### src/rtl/uart_rx.sv
// uart_rx: 8N1 UART receiver driven by a shared OVERSAMPLE x baud strobe.
// The start bit is validated at mid-bit, 8 data bits are shifted in LSB first,
// and the stop bit is checked. Each byte is presented with a one-clk rx_valid
// pulse and a frame_err flag. A stop bit sampled low parks the receiver in
// BREAK until the line returns high.
// Optional build macro UART_RX_MAJORITY_EN: each sample point takes the 2-of-3
// majority of line over the current and two preceding strobes.
module uart_rx #(
   parameter int unsigned OVERSAMPLE  = 16,
   parameter int unsigned SYNC_STAGES = 2
) (
   input  logic       clk,
   input  logic       rst_n,
   input  logic       stb_os,
   input  logic       serial_in,
   output logic [7:0] data_out,
   output logic       rx_valid,
   output logic       rx_busy,
   output logic       frame_err
);

   localparam int unsigned TW = $clog2(OVERSAMPLE);
   localparam logic [TW-1:0] TICK_MID  = TW'(OVERSAMPLE / 2 - 1);
   localparam logic [TW-1:0] TICK_LAST = TW'(OVERSAMPLE - 1);

   typedef enum logic [2:0] {
      IDLE,
      START,
      DATA,
      STOP,
      BREAK
   } state_t;

   state_t                 state;
   logic [TW-1:0]          tick_cnt;
   logic [2:0]             bit_idx;
   logic [7:0]             shift_reg;
   logic [SYNC_STAGES-1:0] sync_q;
   logic                   line;
   logic                   sample_bit;

   // Synchronise the asynchronous serial line into the clk domain
   always_ff @(posedge clk or negedge rst_n) begin
      if (!rst_n) begin
         sync_q <= '1;
      end else begin
         sync_q <= {sync_q[SYNC_STAGES-2:0], serial_in};
      end
   end

   assign line = sync_q[SYNC_STAGES-1];

`ifdef UART_RX_MAJORITY_EN
   logic [1:0] hist_q;

   // Keep the line value from the two previous strobes for the majority vote
   always_ff @(posedge clk or negedge rst_n) begin
      if (!rst_n) begin
         hist_q <= '1;
      end else if (stb_os) begin
         hist_q <= {hist_q[0], line};
      end
   end

   assign sample_bit = (line & hist_q[0]) | (line & hist_q[1]) | (hist_q[0] & hist_q[1]);
`else
   assign sample_bit = line;
`endif

   // Receive FSM; advances only on strobes, rx_valid is a plain one-clk pulse
   always_ff @(posedge clk or negedge rst_n) begin
      if (!rst_n) begin
         state     <= IDLE;
         tick_cnt  <= '0;
         bit_idx   <= '0;
         shift_reg <= '0;
         data_out  <= '0;
         rx_valid  <= 1'b0;
         rx_busy   <= 1'b0;
         frame_err <= 1'b0;
      end else begin
         rx_valid <= 1'b0;
         if (stb_os) begin
            case (state)
               IDLE: begin
                  // edge detection deliberately uses the raw line, not the vote
                  if (!line) begin
                     state    <= START;
                     tick_cnt <= '0;
                     rx_busy  <= 1'b1;
                  end
               end
               START: begin
                  if (tick_cnt == TICK_MID) begin
                     tick_cnt <= '0;
                     if (!sample_bit) begin
                        state   <= DATA;
                        bit_idx <= '0;
                     end else begin
                        state   <= IDLE;
                        rx_busy <= 1'b0;
                     end
                  end else begin
                     tick_cnt <= tick_cnt + 1'b1;
                  end
               end
               DATA: begin
                  if (tick_cnt == TICK_LAST) begin
                     shift_reg[bit_idx] <= sample_bit;
                     tick_cnt           <= '0;
                     if (bit_idx == 3'd7) begin
                        state <= STOP;
                     end else begin
                        bit_idx <= bit_idx + 1'b1;
                     end
                  end else begin
                     tick_cnt <= tick_cnt + 1'b1;
                  end
               end
               STOP: begin
                  // outputs register on the sampling strobe so they appear on the following clk
                  if (tick_cnt == TICK_LAST) begin
                     tick_cnt  <= '0;
                     data_out  <= shift_reg;
                     rx_valid  <= 1'b1;
                     frame_err <= ~sample_bit;
                     if (sample_bit) begin
                        state   <= IDLE;
                        rx_busy <= 1'b0;
                     end else begin
                        state <= BREAK;
                     end
                  end else begin
                     tick_cnt <= tick_cnt + 1'b1;
                  end
               end
               BREAK: begin
                  if (line) begin
                     state   <= IDLE;
                     rx_busy <= 1'b0;
                  end
               end
               default: begin
                  state   <= IDLE;
                  rx_busy <= 1'b0;
               end
            endcase
         end
      end
   end

endmodule
### config.mk
export PLATFORM = sky130hd
export DESIGN_NAME = uart_rx
export DESIGN_NICKNAME = d
export VERILOG_FILES = /design/src/rtl/uart_rx.sv
export SDC_FILE = /design/constraint.sdc
export NUM_CORES = 1
export LEC_CHECK = 0
export CELL_PAD_IN_SITES_DETAIL_PLACEMENT = 0
export CELL_PAD_IN_SITES_GLOBAL_PLACEMENT = 1
export CORE_MARGIN = 10
export CORE_UTILIZATION = 25
export DETAILED_ROUTE_END_ITERATION = 8
export DONT_BUFFER_PORTS = 1
export PLACE_DENSITY_LB_ADDON = 0.1
export SLEW_MARGIN = 30
export SYNTH_ARGS = -nofsm -noshare
export SYNTH_HDL_FRONTEND = slang
export SYNTH_SLANG_ARGS = --single-unit
### constraint.sdc
create_clock -name clk -period 1.7 [get_ports clk]
set_input_delay 0.34 -clock clk [delete_from_list [all_inputs] [get_ports clk]]
set_output_delay 0.34 -clock clk [all_outputs]
set_load 0.01 [all_outputs]
==> results.md <==
- Status: finished with violations
- Failing checks: negative setup slack
- First-pass GRT wire length: approximately 5900 µm
- Worst hold-check path type: primary input to flip-flop
- Total of max-cap violations: 0
- Pwr Density: 1520 nW/µm²
- Top FF cell, synth: dfrtp_1
- Footprint of the multi-input gates: 762 µm²
- Critical setup path kind: flip-flop to flip-flop
- Met3 GRT Util: 3.27%
- Async SR Flop Fraction: 100%
- Synthesized area per cell: roughly 12 µm²
- DRT Wirelength: approximately 3400 µm
- Slew margin rel.: 81.7%
- CP endpoint kind: flip-flop
- Starting Density: between 20% and 30%
- Met2 Usage GRT: 11.8%
- Arrival @ worst endpoint: 1920 ps
- Hpwl dp: 2420 µm
- Lkg Pwr: between 0.9 and 1 nW
- Vias/cell: 4.64
- IO Pins: 15
- Worst path top cell family by delay: simple AND/OR/NAND/NOR gates
- Final Skew: 9.49 ps
- Ant diodes: 0
- Post-Place Cells: around 220
- RSZ-0062 raised after global routing: yes
- Crit Path Max Fanout: 4
- Post-route DRC: 0
- Die width: just under 100 µm
- Total GRT Usage: approximately 7.6%
- Vias in the first global route: around 1200
- Largest net degree at the start of global routing: 32
- Crit path launch type: flip-flop
- Crit share post-route: 103%
- Htree depth: 2
- Cell chain of the critical path: or3b_4, or3_4, nor3_2, mux2_4
- Final worst slack: -42.6 ps
- Insertion delay to the later sink of the worst-skew pair: about 290 ps
- Port bufs: 0
- Cell variety after synth: 35
- Max incr delay on CP: 410 ps
- Clk slew on worst S/H paths: ~70 ps
- Layout cells sized above 1: 38.7%
- Final setup vio count: 5
- Synth Instances: 127
- Layout Cells excl Fill: 230
- Drt wl/cell: 14.7 µm
- Maximum clock rate: 574 MHz
- Setup WS pre-CTS: -78.2 ps
- #FFs+latches synth: 31
- Initial antenna violation count: 0
- Syn_nets: 134
- Layout area overhead: 33.4%
- Tmin final: 1740 ps
- DIE AREA: 9460 µm²
- Worst IR Drop VDD: 0.489 mV
- Num CTS Buffers: 5
- CP max-delay cell: or3b_4
- Utilization after layout: about a third
- Clock Path Buffers: 2
- Final #Nets: ~160
- Post-Syn Area: 1490 µm²
- First-pass detailed-route iteration total: 4
- Seq/Total Area, Yosys: approximately 52%
- 1st-iter DRT viols: 16
- Core box area: 5850 µm²
- Met1 Use GR: 8.51%
- Vias: 1068
- Hold slack: ~43 ps
- Max Slew Vio Count: 0
- Clk root buf: clkbuf_8
- GRT Max-Usage Layer: met2
- Worst Max-Slew Pin Slew: around 280 ps
- GR Overflow Total: 0
- CTS tree: yes
- Seq. cell area: roughly 780 µm²
- Number of synthesized flops with an enable pin: 0
- Chip height: 97.3 µm
- Synthesis Warnings: 0
- # fillers: 599
- CP Buf/Inv Count: 0
- Clk sinks: 31
- CP required: 1880 ps
- Final Wtd Congestion: 0.730
- Final hold violations: 0
- FP Rows: 28
- Final ANT Viol Nets: 0
## synth_stat cells, types with 2 or more instances
master    number  area share, %
a21oi_1        2           0.67
a22o_1         2            1.2
buf_2          3            1.0
clkbuf_1       2           0.50
dfrtp_1       29             49
dfstp_2        2            3.5
ha_1           3            2.5
inv_1          6            1.5
mux2_1        19             14
mux2i_1        3            2.0
nand2_1        8            2.0
nand3_1        8            2.7
nand4_1        2           0.84
nor2_1         4            1.0
nor3_1         3            1.0
nor3_2         5            3.4
nor3b_1        2            1.0
o21ai_1        7            2.3
## through the flow
stage                     power (mW)  setup TNS (ps)  area [µm²]
after floorplan                 1.65            -478        1490
after global placement          2.04            -537        1730
after detailed placement        2.06            -613        1730
after CTS                       2.94            -338        1930
after global routing            3.26           -1000        1990
final                           3.02            -140        1990
## power by group
group	total (mW)	leakage, nW	switching, mW	internal (mW)
registers	1.00	0.404	0.124	0.877
clock network	0.728	0.0581	0.292	0.436
logic	1.29	0.467	0.626	0.666
## cell usage in the layout (no fill, tap or decap), types with 2 or more instances in the layout
master,count
a22o_1,2
a21oi_1,2
buf_12,2
mux2_4,7
nor3_2,4
nand3_2,2
nor3_1,3
inv_1,6
nand4_1,2
dfrtp_1,29
mux2_1,12
dfstp_2,2
ha_1,2
nand2_1,8
o21ai_1,6
nand3_1,6
nor2_1,4
mux2i_1,3
buf_4,23
nor3b_2,2
clkbuf_8,5
## cells by family after synthesis
kind of cell / after synthesis / synth area share [%]
flops: 31 / 52.1
simple gates: 40 / 16.3
mux: 22 / 16.3
buf+inv: 12 / 3.77
fa+ha+maj: 3 / 2.51
xor+xnor: 2 / 1.17
compound gates: 17 / 7.80
## metal layers
layer | up-vias | wire [µm]
met1 | 532 | 1490
met2 | 21 | 1600
met3 | 7 | 220
met5 | - | 0
li1 | 508 | -
met4 | 0 | 75
## final cells by class
cell class	instances	share of cell area, %
well taps	75	4.71
clock inverters	3	2.20
flip-flops and latches	31	39.1
inverters	6	1.13
repair buffers	26	11.2
multi-input cells	84	38.3
clock buffers	5	3.45
## path summary, 6_finish.rpt
kind | cells after the start | to | startpoint | slack [ps]
worst max-delay path | 4 | shift_reg[4] | state[0] | -40
worst min-delay path | 0 | sync_q[0] | serial_in | 40
worst max register to register | 4 | shift_reg[4] | state[0] | -40
worst min register to register | 0 | sync_q[1] | sync_q[0] | 360
max in group asynchronous | 2 | sync_q[1] | rst_n | 970
min in group asynchronous | 2 | rx_valid | rst_n | 490
## repair_timing
action	4_1_cts	5_1_grt
resized for setup	11	9
gates cloned	0	0
setup buffers	1	1
endpoints found under the setup margin	12	19
pin swaps	7	3
hold buffers	2	0
hold endpoints to repair	31	0
Power figures use the tool's default switching activity.
